`src/rtl/pq_pkg.sv`:
```
// Shared types for the priority-queue arbiter: FSM state encoding and command op codes.
package pq_pkg;

    typedef enum logic [2:0] {
        IDLE  = 3'd0,
        CHECK = 3'd1,
        ISSUE = 3'd2,
        WAIT  = 3'd3,
        RESP  = 3'd4
    } arb_state_t;

    localparam logic OP_INSERT = 1'b0;
    localparam logic OP_REMOVE = 1'b1;

endpackage

```
`src/rtl/pq_rr_pick.sv`:
```
// Combinational round-robin picker: first set request bit at or after ptr, wrapping mod NREQ.
module pq_rr_pick #(
    parameter int unsigned NREQ = 4,
    parameter int unsigned PW   = $clog2(NREQ)
) (
    input  logic [NREQ-1:0] req,
    input  logic [PW-1:0]   ptr,
    output logic [NREQ-1:0] grant,
    output logic            any_req
);

    always_comb begin
        int unsigned k;
        grant   = '0;
        any_req = 1'b0;
        k       = 0;
        for (int unsigned i = 0; i < NREQ; i++) begin
            k = (32'(ptr) + i) % NREQ;
            if (!any_req && req[PW'(k)]) begin
                grant[PW'(k)] = 1'b1;
                any_req       = 1'b1;
            end
        end
    end

endmodule

```
`src/rtl/pq_arbiter.sv`:
```
// Round-robin arbiter sharing one priority-queue command port between NREQ requesters.
// Optional watchdog on the PQ completion wait is enabled by defining PQ_ARB_TIMEOUT_EN.
module pq_arbiter
    import pq_pkg::*;
#(
    parameter int unsigned NREQ      = 4,
    parameter int unsigned KW        = 8,
    parameter int unsigned VW        = 8,
    parameter int unsigned TO_CYCLES = 1024
) (
    input  logic               clk,
    input  logic               rst,
    input  logic [NREQ-1:0]    req_valid,
    input  logic [NREQ-1:0]    req_op,
    input  logic [NREQ*KW-1:0] req_key,
    input  logic [NREQ*VW-1:0] req_val,
    output logic [NREQ-1:0]    req_ready,
    output logic [NREQ-1:0]    rsp_valid,
    output logic               rsp_err,
    output logic [KW-1:0]      rsp_key,
    output logic [VW-1:0]      rsp_val,
    output logic               pq_cmd_valid,
    output logic               pq_cmd_op,
    output logic [KW-1:0]      pq_key,
    output logic [VW-1:0]      pq_val,
    input  logic               pq_done,
    input  logic               pq_full,
    input  logic               pq_empty,
    input  logic [KW-1:0]      pq_rd_key,
    input  logic [VW-1:0]      pq_rd_val,
    output logic               arb_busy
);

    localparam int unsigned PW = $clog2(NREQ);

    if (NREQ < 2 || NREQ > 8 || TO_CYCLES == 0) begin : g_bad_params
        $error("pq_arbiter: NREQ must be 2..8 and TO_CYCLES nonzero");
    end

    arb_state_t      state_q, state_d;
    logic [PW-1:0]   rr_q, rr_d;
    logic [PW-1:0]   idx_q, idx_d;
    logic            op_q, op_d;
    logic [KW-1:0]   key_q, key_d;
    logic [VW-1:0]   val_q, val_d;
    logic            err_q, err_d;
    logic [KW-1:0]   rkey_q, rkey_d;
    logic [VW-1:0]   rval_q, rval_d;

`ifdef PQ_ARB_TIMEOUT_EN
    localparam int unsigned CW = $clog2(TO_CYCLES + 1);
    logic [CW-1:0]   wcnt_q, wcnt_d;
`endif

    logic [NREQ-1:0] grant;
    logic            any_req;
    logic [PW-1:0]   g_idx;
    logic            g_op;
    logic [KW-1:0]   g_key;
    logic [VW-1:0]   g_val;

    pq_rr_pick #(.NREQ(NREQ), .PW(PW)) u_pick (
        .req     (req_valid),
        .ptr     (rr_q),
        .grant   (grant),
        .any_req (any_req)
    );

    // Encode the one-hot grant and mux out the winner's request fields.
    always_comb begin
        g_idx = '0;
        g_op  = 1'b0;
        g_key = '0;
        g_val = '0;
        for (int unsigned i = 0; i < NREQ; i++) begin
            if (grant[i]) begin
                g_idx = PW'(i);
                g_op  = req_op[i];
                g_key = req_key[i*KW +: KW];
                g_val = req_val[i*VW +: VW];
            end
        end
    end

    always_comb begin
        state_d = state_q;
        rr_d    = rr_q;
        idx_d   = idx_q;
        op_d    = op_q;
        key_d   = key_q;
        val_d   = val_q;
        err_d   = err_q;
        rkey_d  = rkey_q;
        rval_d  = rval_q;
`ifdef PQ_ARB_TIMEOUT_EN
        wcnt_d  = wcnt_q;
`endif
        case (state_q)
            IDLE: begin
                if (any_req) begin
                    idx_d   = g_idx;
                    op_d    = g_op;
                    key_d   = g_key;
                    val_d   = g_val;
                    err_d   = 1'b0;
                    rkey_d  = '0;
                    rval_d  = '0;
                    state_d = CHECK;
                end
            end
            CHECK: begin
                if ((op_q == OP_INSERT && pq_full) || (op_q == OP_REMOVE && pq_empty)) begin
                    err_d   = 1'b1;
                    state_d = RESP;
                end else begin
                    state_d = ISSUE;
                end
            end
            ISSUE: begin
`ifdef PQ_ARB_TIMEOUT_EN
                wcnt_d  = '0;
`endif
                state_d = WAIT;
            end
            WAIT: begin
                if (pq_done) begin
                    if (op_q == OP_REMOVE) begin
                        rkey_d = pq_rd_key;
                        rval_d = pq_rd_val;
                    end
                    state_d = RESP;
                end
`ifdef PQ_ARB_TIMEOUT_EN
                else if (wcnt_q == CW'(TO_CYCLES - 1)) begin
                    err_d   = 1'b1;
                    state_d = RESP;
                end else begin
                    wcnt_d = wcnt_q + CW'(1);
                end
`endif
            end
            RESP: begin
                // Pointer advances past the served requester whether it succeeded or not.
                rr_d    = (idx_q == PW'(NREQ - 1)) ? '0 : idx_q + PW'(1);
                state_d = IDLE;
            end
            default: state_d = IDLE;
        endcase
    end

    always_ff @(posedge clk or posedge rst) begin
        if (rst) begin
            state_q <= IDLE;
            rr_q    <= '0;
            idx_q   <= '0;
            op_q    <= 1'b0;
            key_q   <= '0;
            val_q   <= '0;
            err_q   <= 1'b0;
            rkey_q  <= '0;
            rval_q  <= '0;
`ifdef PQ_ARB_TIMEOUT_EN
            wcnt_q  <= '0;
`endif
        end else begin
            state_q <= state_d;
            rr_q    <= rr_d;
            idx_q   <= idx_d;
            op_q    <= op_d;
            key_q   <= key_d;
            val_q   <= val_d;
            err_q   <= err_d;
            rkey_q  <= rkey_d;
            rval_q  <= rval_d;
`ifdef PQ_ARB_TIMEOUT_EN
            wcnt_q  <= wcnt_d;
`endif
        end
    end

    // All outputs except req_ready are straight decodes of the state and latch flops.
    assign arb_busy     = (state_q != IDLE);
    assign req_ready    = (state_q == IDLE) ? grant : '0;
    assign pq_cmd_valid = (state_q == ISSUE);
    assign pq_cmd_op    = (state_q == ISSUE) & op_q;
    assign pq_key       = (state_q == ISSUE) ? key_q : '0;
    assign pq_val       = (state_q == ISSUE) ? val_q : '0;
    assign rsp_valid    = (state_q == RESP) ? (NREQ'(1) << idx_q) : '0;
    assign rsp_err      = (state_q == RESP) & err_q;
    assign rsp_key      = (state_q == RESP) ? rkey_q : '0;
    assign rsp_val      = (state_q == RESP) ? rval_q : '0;

endmodule

```
`config.mk`:
```
export PLATFORM = sky130hd
export DESIGN_NAME = pq_arbiter
export DESIGN_NICKNAME = d
export VERILOG_FILES = /design/src/rtl/pq_pkg.sv /design/src/rtl/pq_rr_pick.sv /design/src/rtl/pq_arbiter.sv
export SDC_FILE = /design/constraint.sdc
export NUM_CORES = 1
export LEC_CHECK = 0
export ABC_AREA = 1
export BUFFER_PORTS_ARGS = -buffer_cell sky130_fd_sc_hd__buf_2
export CORE_AREA = 2 2 82 84
export CTS_CLUSTER_SIZE = 20
export DETAILED_ROUTE_END_ITERATION = 16
export DIE_AREA = 0 0 84 86
export MAX_ROUTING_LAYER = met4
export PLACE_DENSITY = 0.89
export SLEW_MARGIN = 20
export SYNTH_ARGS = -nofsm -noshare
export SYNTH_HDL_FRONTEND = slang
export SYNTH_SLANG_ARGS = --single-unit
```
`constraint.sdc`:
```
create_clock -name clk -period 3.9 [get_ports clk]
set_input_delay 0.195 -clock clk [delete_from_list [all_inputs] [get_ports clk]]
set_output_delay 0.195 -clock clk [all_outputs]
set_load 0.01 [all_outputs]
```
==> reports/metrics.yaml, run 1 <==
drt-pass1-iter-count: 4
dp.final_hpwl_um: 6568
port_buffers: 136
synth_top_area_share: 0.3296
track_usage: 0.2416
grt_pass1_wl_um: 13810
die-area_sq_um: 7224
synth_seq_cells: 41
r2r-start: "rr_q[0]$_DFFE_PP0P_"
avgSynthCellArea_sq_um: 6.251
final_nets: 730
antenna_found_initial: 0
setup_violations: 0
antenna_cells: 0
endpoint_kind: "output pin"
fmax_mhz: 322.2
finalCritPeriodShare: 0.7959
grt_overflow: 0
path_class: "reg -> out"
required_ns: 3.70
seqCellArea_sq_um: 1026
synth_cell_types: 27
startpoint: "rr_q[0]$_DFFE_PP0P_"
cts_tree: "built"
cts_buffers: 5
netlist_instances: 498
antenna_left: 0
power_uw: 3618
hold_viol: 0
worst_slew_pin_slew_ns: 0.8850
setup_tns_ns: 0
cts_buffer_depth: 2
postLayoutCoreUtil: 0.6299
relSlewSlack: 0.4083
cap_violations: 0
cts-hold-fix-buffers: 0
first_global_vias: 3117
stdcell_area_sq_um: 3954
synth_warnings: 0
nFillCells: 578
netlist_area_sq_um: 3113
post-cts-setup-buffers: 0
clk_pin_slew_worst_paths_ns: 0.08
worstPathMaxFanout: 19
drive_gt1_frac: 0.2807
min_path_type: "in -> async"
outcome: "completed"
synth_fp_nets: 602
drt_iter0_drc: 164
grt_max_degree: 42
multi_input_area_sq_um: 1688
wl_per_cell_um: 11.95
p_leak_uw: 0.002351
synth_largest_area_cell: "dfrtp_1"
rows: 29
startpoint_type: "register"
irDropWorstVdd_mv: 0.5674
die_y_um: 86
rsz0062_at_grt: "false"
place_area_sq_um: 3816
synthTopCellsByArea: "dfrtp_1, nand2_1, nor2_1"
yosysSeqAreaShare: 0.3296
root_buffer: "clkbuf_8"
initial_core_util: 0.4959
p_per_area_nw_per_um2: 915.1
fin_skew_ns: 0.008676
routed_wl_um: 8410
htreeDepth: 2
crit_arrival_ns: 2.91
clk_latency_ns: 0.30
final.min_clock_period_ns: 3.104
drc: 0
place.gp.congestion: 0.8747
core_area_sq_um: 6277
cts_sinks: 41
area_growth_pct: 27.01
via_count: 3418
drt-vias-per-instance: 4.855
dieWidth_um: 84
final_max_slew_viol_count: 0
cts_resized: 0
ios: 137
synth_stat cells:
cell type and instances:
o21ai_0 15, ha_1 11, buf_1 1, dfrtp_1 41, buf_2 8, nor2_1 80, nand2_4 3, nand2_1 148
inv_2 2, clkbuf_1 6, nand2_2 5, or2_2 1, o21ai_4 1, inv_1 74, nor2_8 1, nand3_1 34
o21ai_2 1, o311ai_0 1, nor2_2 11, a22oi_1 2, buf_8 1, inv_4 1, clkinv_1 1, a21oi_1 39
buf_4 3, o21ai_1 5, nand3_2 2
path summary, 6_finish.rpt:
check | to | slack, ns | depth (start not counted)
max in group asynchronous | rr_q[1]$_DFFE_PP0P_ | 3.55 | 3
max | req_ready[3] | 0.80 | 12
min in group clk | rkey_q[6]$_DFFE_PP0P_ | 0.14 | 3
min reg2reg | err_q$_DFFE_PP0P_ | 0.48 | 2
max reg2reg | idx_q[0]$_DFFE_PP0P_ | 1.04 | 12
min | rkey_q[5]$_DFFE_PP0P_ | 0.0003 | 3
logic make-up after synthesis:
family,count (synthesis),share of synthesized area
fa+ha+maj,11,0.04421
flops,41,0.3296
simple gates,285,0.3875
compound gates,64,0.1105
buf+inv,97,0.1282
critical path, cell delays in order, from the launching register on:
cell	delay [ns]
dfrtp_1	0.56
inv_2	0.17
ha_1	0.37
inv_1	0.12
nand3_1	0.08
nand2_1	0.12
nand2_4	0.08
nor2_8	0.11
nand2_2	0.08
o21ai_4	0.45
inv_4	0.21
nor2_1	0.13
buf_2	0.14
flip-flops by register name (all words and copies together), names as in the netlist:
| register | flops |
|---|---|
| val_q | 8 |
| rkey_q | 8 |
| err_q | 1 |
| key_q | 8 |
| rval_q | 8 |
| idx_q | 2 |
| op_q | 1 |
| state_q | 3 |
| rr_q | 2 |
final cells by class:
| cell class | instances | area share |
|---|---|---|
| clock inverter | 3 | 0.01741 |
| clock buffer | 5 | 0.01741 |
| timing repair buffer | 140 | 0.1797 |
| sequential | 41 | 0.2595 |
| multi-input combinational | 360 | 0.4269 |
| tap | 77 | 0.02437 |
| inverter | 78 | 0.07468 |
power breakdown:
group	internal (uW)	leakage, uW	switching (uW)	total [uW]
Clock	258	0.0000687	154	411
Sequential	628	0.000530	115	742
Combinational	802	0.00175	1660	2460
Total	1690	0.00235	1930	3620
stage by stage:
step / worst slack (ns) / std cells / hold slack (ns)
finish: 0.7962 / 704 / 0.0002749
global route: 0.5158 / 704 / 0.02797
CTS: 0.7890 / 704 / 0.01249
detailed placement: 1.070 / 696 / 0.3360
global placement: 1.175 / 696 / 0.3320
floorplan: 1.588 / 498 / 0.3419
layer usage:
layer | vias to the layer above | track usage | part of all wire
met5 | - | - | 0
met3 | 15 | 0.04139 | 0.064
li1 | 1768 | - | -
met4 | 0 | 0.08798 | 0.021
met2 | 132 | 0.3920 | 0.47
met1 | 1503 | 0.3059 | 0.45
cell usage in the layout, fill, tap and decap left out, types with 2 or more instances in the layout:
master / n
a21oi_1: 39
a22oi_1: 2
buf_2: 136
buf_4: 4
bufinv_16: 2
clkbuf_8: 5
clkinv_1: 2
dfrtp_1: 41
ha_1: 11
inv_1: 73
inv_2: 2
nand2_1: 148
nand2_2: 5
nand2_4: 3
nand3_1: 34
nand3_2: 2
nor2_1: 80
nor2_2: 11
o21ai_0: 15
o21ai_1: 5
No activity file was read; power rests on OpenSTA's default activity.
==> run 2, diff against run 1 <==
Settings changed: CORE_AREA 2 2 82 84 to 2 2 88 90, DIE_AREA 0 0 84 86 to 0 0 90 92, PLACE_DENSITY 0.89 to 0.82.
Clock period 3.9 ns to 2.85 ns, I/O delays scaled along.
==> run 2 against run 1 <==
Net effect: clock skew shrank 0.0059 ns; setup slack lost 0.51 ns; count of clock-buffer cells in the layout grew 2; worst hold slack gained 0.098 ns; sequential cell count is the same.
==> reports/metrics.yaml, run 2 (synthesis results as in run 1) <==
outcome: "completed"  # unchanged
routed_wl_um: 8692  # was 8410 um
area_growth_pct: 29.26  # was 27.01%
cp_slowest_cell: "dfrtp_2"  # was dfrtp_1
final_nets: 735  # was 730
drt_iter0_drc: 195  # was 164
htreeDepth: 2  # unchanged
hold_viol: 0  # unchanged
worst-path-buf-inv: 4  # unchanged
required_ns: 2.71  # was 3.70 ns
grt_pass1_wl_um: 14350  # was 13810 um
dpl.cell_count: 724  # was 696
dp.final_hpwl_um: 6735  # was 6568 um
place.gp.congestion: 0.8771  # was 0.8747
root_buffer: "clkbuf_8"  # unchanged
cts_buffers: 5  # unchanged
dieWidth_um: 90  # was 84 um
nFillCells: 774  # was 578
critPathMaxStageDelay_ns: 0.47  # was 0.56 ns
p_leak_uw: 0.002370  # was 0.002351 uW
antenna_cells: 0  # unchanged
layout_common_cells: "nand2_1, buf_2, nor2_1"  # unchanged
setup_tns_ns: 0  # unchanged
rsz0062_at_grt: "false"  # unchanged
path_class: "reg -> out"  # unchanged
antenna_found_initial: 0  # unchanged
clk_latency_ns: 0.28  # was 0.30 ns
final_cells: 734  # was 704
relSlewSlack: 0.4071  # was 0.4083
first_global_vias: 3190  # was 3117
min_path_type: "in -> reg"  # was in -> async
power_uw: 4992  # was 3618 uW
cts_tree: "built"  # unchanged
track_usage: 0.2160  # was 0.2416
finalCritPeriodShare: 0.9009
drive_gt1_frac: 0.2864  # was 0.2807
die_y_um: 92  # was 86 um
endpoint_kind: "output pin"  # unchanged
drt-vias-per-instance: 4.770  # was 4.855
port_buffers: 136  # unchanged
worstPathCellList: "inv_2 > ha_1 > inv_1 > nand3_1 > nand2_1 > nand3_1 > nor2_1 > nor2_2 > nand2_4 > inv_4 > nor2_1 > buf_2"  # was inv_2 > ha_1 > inv_1 > nand3_1 > nand2_1 > nand2_4 > nor2_8 > nand2_2 > o21ai_4 > inv_4 > nor2_1 > buf_2
crit_arrival_ns: 2.42  # was 2.91 ns
seqCellArea_sq_um: 1027  # was 1026 sq um
ios: 137  # unchanged
cap_violations: 0  # unchanged
antenna_left: 0  # unchanged
fmax_mhz: 389.5
core_area_sq_um: 7447  # was 6277 sq um
clk_pin_slew_worst_paths_ns: 0.08  # about the same
rows: 32  # was 29
drc: 0  # unchanged
cp_top_family: "simple AND/OR/NAND/NOR gates"  # was buffers and inverters
grt_max_degree: 42  # unchanged
drt-pass1-iter-count: 5  # was 4
cts_sinks: 41  # unchanged
final_common_cell: "nand2_1"  # unchanged
setup_violations: 0  # unchanged
worstPathMaxFanout: 19  # unchanged
grt_overflow: 0  # unchanged
worst_slew_pin_slew_ns: 0.8869  # was 0.8850 ns
wl_per_cell_um: 11.84  # was 11.95 um
fin_skew_ns: 0.002798  # was 0.008676 ns
die-area_sq_um: 8280  # was 7224 sq um
startpoint_type: "register"  # unchanged
final_max_slew_viol_count: 0  # unchanged
irDropWorstVdd_mv: 0.5789  # was 0.5674 mV
initial_core_util: 0.4180  # was 0.4959
cts_buffer_depth: 2  # unchanged
final.min_clock_period_ns: 2.567
via_count: 3501  # was 3418
p_per_area_nw_per_um2: 1241  # was 915.1 nW/um^2
multi_input_area_sq_um: 1688  # unchanged
## run 2: changes by cell type in the layout (fill, tap and decap cells not counted), sizes merged
cell	before	now
buf	140	144
clkbuf	5	7
bufinv	2	1
dlygate4sd3	0	1
inv	77	76
## run 2: where the power goes
part / internal (uW) / switching [uW] / leakage, uW
Sequential: 861 / 138 / 0.000529
Clock: 286 / 195 / 0.0000585
Combinational: 1180 / 2330 / 0.00178
## run 2: tightest hold or removal path, cell delays in order
cell and delay, ns:
buf_2 0.07, nand3_1 0.06, o21ai_0 0.07
## run 2: layer usage
| metal | vias up | track usage | wire length [um] |
|---|---|---|---|
| met5 | - | - | 0 |
| met4 | 0 | 0.04744 | 112 |
| met3 | 16 | 0.03287 | 607 |
| met2 | 156 | 0.3697 | 4113 |
| met1 | 1550 | 0.2728 | 3859 |
| li1 | 1779 | - | - |
## run 2: repair_timing
action,CTS,global route
endpoints found under the hold margin,41,0
buffers inserted,1,0
gates resized for setup,0,5
endpoints found under the setup margin,1,4
hold buffers,1,0
pin swaps,1,0
## run 2: final timing paths
check / start / end / slack, ns / depth (start not counted)
setup / recovery: rr_q[1]$_DFFE_PP0P_ / req_ready[1] / 0.28 / 12
hold / removal: pq_rd_val[6] / rval_q[6]$_DFFE_PP0P_ / 0.1 / 3
setup reg to reg: rr_q[1]$_DFFE_PP0P_ / val_q[6]$_DFFE_PP0P_ / 0.53 / 13
hold reg to reg: val_q[3]$_DFFE_PP0P_ / val_q[3]$_DFFE_PP0P_ / 0.48 / 2
max in group asynchronous: rst / rr_q[1]$_DFFE_PP0P_ / 1.96 / 4
min in group asynchronous: rst / rkey_q[4]$_DFFE_PP0P_ / 0.51 / 4
## run 2: layout make-up
class | count | area share
clock buffer | 7 | 0.02146
clock inverter | 1 | 0.007463
inverter | 78 | 0.07401
multi-input combinational | 360 | 0.4195
sequential | 41 | 0.2553
tap | 102 | 0.03172
timing repair buffer | 145 | 0.1906
## run 2: metrics by stage
step           area [sq um]  setup slack (ns)  utilization  hold slack (ns)
2_1_floorplan          3113            0.5894            -           0.2894
3_3_place_gp           3882            0.3271       0.5213           0.2843
3_5_place_dp           3882            0.2316       0.5213           0.2911
4_1_cts                4016           0.08260       0.5393          0.09281
5_1_grt                4024           0.04654       0.5403           0.1028
6_report               4024            0.2826       0.5403          0.09840
==> run 3, diff against run 2 <==
Settings changed: CORE_AREA 2 2 88 90 to 2 2 86 88, DIE_AREA 0 0 90 92 to 0 0 88 90, PLACE_DENSITY 0.82 to 0.87, SYNTH_HIERARCHICAL set to 1.
Clock period 2.85 ns to 2.4 ns, I/O delays scaled along.
==> run 3 against run 2 <==
Net effect: count of clock-buffer cells in the layout decreased by 2; synthesized cell count rose by 13%; clock skew increased by 0.0099 ns; worst hold slack got worse by 0.11 ns; synthesized area rose by 10%; critical path depth rose by 1; via count rose by 14%; first-iteration DRC count rose by 2.6%; combinational power rose by 13%; the run now ends with hold timing left; sequential power is 15% higher; critical path type unchanged; sequential share of layout area is 1.8 points lower.
==> reports/metrics.yaml, run 3 <==
stdcell_area_sq_um: 4334  # was 4024 sq um
core_area_sq_um: 7020  # was 7447 sq um
antenna_found_initial: 0  # unchanged
synth_warnings: 6  # was 0
cts_buffers: 5  # unchanged
yosysSeqAreaShare: 0.2986  # was 0.3296
finalCritPeriodShare: 0.9485
die-area_sq_um: 7920  # was 8280 sq um
drive_gt1_frac: 0.2662  # was 0.2864
cts_resized: 0  # unchanged
hold_viol: 5  # was 0
synthMuxAreaShare: 0  # unchanged
rows: 31  # was 32
setup_violations: 0  # unchanged
ys.flop_type: "dfrtp_1"  # unchanged
die_y_um: 90  # was 92 um
synth_xor_area_frac: 0  # unchanged
clk_latency_ns: 0.30  # was 0.28 ns
cts_tree: "built"  # unchanged
cts_buffer_depth: 2  # unchanged
ios: 137  # unchanged
via_count: 3983  # was 3501
first_global_vias: 3769  # was 3190
grt_overflow: 0  # unchanged
antenna_left: 0  # unchanged
layout_common_cells: "nand2_1, buf_2, nor2_1"  # unchanged
fin_skew_ns: 0.01266  # was 0.002798 ns
drt_iter0_drc: 200  # was 195
violations: "hold timing"
final_max_slew_viol_count: 0  # unchanged
cts_sinks: 41  # unchanged
synth_fp_nets: 666  # was 602
antenna_cells: 0  # unchanged
drt-vias-per-instance: 5.016  # was 4.770
post-cts-setup-buffers: 0  # was 1
port_buffers: 136  # unchanged
ys_top_cells_by_count: "nand2_1, nor2_1, inv_1"  # unchanged
grt_pass1_wl_um: 16210  # was 14350 um
synth_seq_cells: 41  # unchanged
irDropWorstVdd_mv: 0.7174  # was 0.5789 mV
min_path_type: "in -> async"  # was in -> reg
endpoint_kind: "output pin"  # unchanged
place_area_sq_um: 4200  # was 3882 sq um
root_buffer: "clkbuf_8"  # unchanged
wl_per_cell_um: 12.32  # was 11.84 um
required_ns: 2.28  # was 2.71 ns
synth_top_area_share: 0.2986  # was 0.3296
path_class: "reg -> out"  # unchanged
worst_slew_pin_slew_ns: 0.8826  # was 0.8869 ns
outcome: "complete, but fails checks"  # was completed
relSlewSlack: 0.4108  # was 0.4071
clk_pin_slew_worst_paths_ns: 0.09  # was 0.08 ns
dpl.cell_count: 786  # was 724
synth_largest_area_cell: "dfrtp_1"  # unchanged
power_uw: 5706  # was 4992 uW
synthTopCellsByArea: "dfrtp_1, nand2_1, nor2_1"  # unchanged
avgSynthCellArea_sq_um: 6.103  # was 6.251 sq um
cts-hold-fix-buffers: 0  # was 1
p_per_area_nw_per_um2: 1316  # was 1241 nW/um^2
startpoint_type: "register"  # unchanged
synth_fa_ha_area_frac: 0.03642  # was 0.04421
dieWidth_um: 88  # was 90 um
htreeDepth: 2  # unchanged
dp.final_hpwl_um: 7219  # was 6735 um
initial_core_util: 0.4894  # was 0.4180
holdWs_ns: -0.009560  # was 0.09840 ns
synth_cell_types: 23  # was 27
track_usage: 0.2569  # was 0.2160
grt_max_degree: 42  # unchanged
final_nets: 797  # was 735
crit_arrival_ns: 2.16  # was 2.42 ns
worstPathMaxFanout: 18  # was 19
cap_violations: 0  # unchanged
drc: 0  # unchanged
yosysMostFrequentCell: "nand2_1"  # unchanged
final.min_clock_period_ns: 2.276
p_leak_uw: 0.002633  # was 0.002370 uW
async_flop_share: 1.000  # unchanged
drt-pass1-iter-count: 5  # unchanged
netlist_area_sq_um: 3436  # was 3113 sq um
routed_wl_um: 9784  # was 8692 um
place.gp.congestion: 0.8822  # was 0.8771
final_cells: 794  # was 734
final_common_cell: "nand2_1"  # unchanged
netlist_instances: 563  # was 498
synth-compound-area-share: 0.03642  # was 0.1105
area_growth_pct: 26.15  # was 29.26%
synth_top_family_by_area: "simple AND/OR/NAND/NOR gates"  # unchanged
synth_edf_count: 0  # unchanged
synth-simple-area-share: 0.4782  # was 0.3875
fmax_mhz: 439.3
run 3: changes by cell type after synthesis, sizes merged, moves of 2 or more:
cell	before	now
a21oi	39	17
a22oi	2	0
buf	13	19
inv	77	95
nand2	156	181
nand3	36	43
nand4	0	35
nor2	92	106
o21ai	22	5
run 3: path summary, 6_finish.rpt:
kind / start / cells after the start / slack [ns] / end
setup reg to reg: rr_q[1]$_DFFE_PP0P_ / 12 / 0.23 / rkey_q[3]$_DFFE_PP0P_
hold / removal: rst / 2 / -0.01 / rval_q[2]$_DFFE_PP0P_
max in group asynchronous: rst / 2 / 1.77 / rr_q[0]$_DFFE_PP0P_
hold reg to reg: rval_q[3]$_DFFE_PP0P_ / 2 / 0.48 / rval_q[3]$_DFFE_PP0P_
setup / recovery: rr_q[1]$_DFFE_PP0P_ / 13 / 0.12 / req_ready[3]
min in group clk: pq_rd_val[3] / 5 / 0.14 / rval_q[3]$_DFFE_PP0P_
run 3: logic make-up after synthesis:
logic type | after synthesis
AOI/OAI and AO/OA | 24
adders and majority gates | 10
DFF | 41
buffers and inverters | 121
and+or+nand+nor | 367
run 3: layout make-up:
cell class	instances	area (sq um)
Tap cell	99	123.9
Fill cell	649	2686
Sequential cell	41	1028
Clock buffer	5	68.82
Inverter	95	356.6
Clock inverter	3	46.29
Timing Repair Buffer	150	809.5
Multi-Input combinational cell	401	1901
run 3: worst max-delay path, stage by stage (launching register included):
cell and delay, ns:
dfrtp_2 0.40, inv_1 0.07, ha_1 0.26, inv_2 0.09, nand3_1 0.07, nand2_1 0.10, nand2_2 0.08, nor2_4 0.12
nand3_1 0.10, nand2_2 0.11, inv_2 0.06, buf_6 0.16, nor2_1 0.10, buf_2 0.14
run 3: per-layer routing:
layer | global-route usage | up-vias | routed length, um
met5 | - | - | 0
met4 | 0.08974 | 0 | 165
met3 | 0.03673 | 20 | 747
met2 | 0.4426 | 210 | 4899
met1 | 0.3009 | 1770 | 3971
li1 | - | 1983 | -
run 3: power by group:
group	total, uW	internal, uW	switching, uW
clock network	578	312	266
logic	3980	1320	2660
registers	1150	997	150
total	5710	2630	3080
run 3: through the flow:
step / worst slack (ns) / setup TNS (ns) / util / hold WS, ns
finish: 0.1236 / 0 / 0.6174 / -0.009560
detailed placement: 0.1481 / 0 / 0.5983 / 0.3621
CTS: 0.04988 / 0 / 0.6147 / 0.03984
global placement: 0.2461 / 0 / 0.5983 / 0.3438
global route: -0.002521 / -0.002521 / 0.6174 / 0.06515
floorplan: 0.05204 / 0 / - / 0.3353
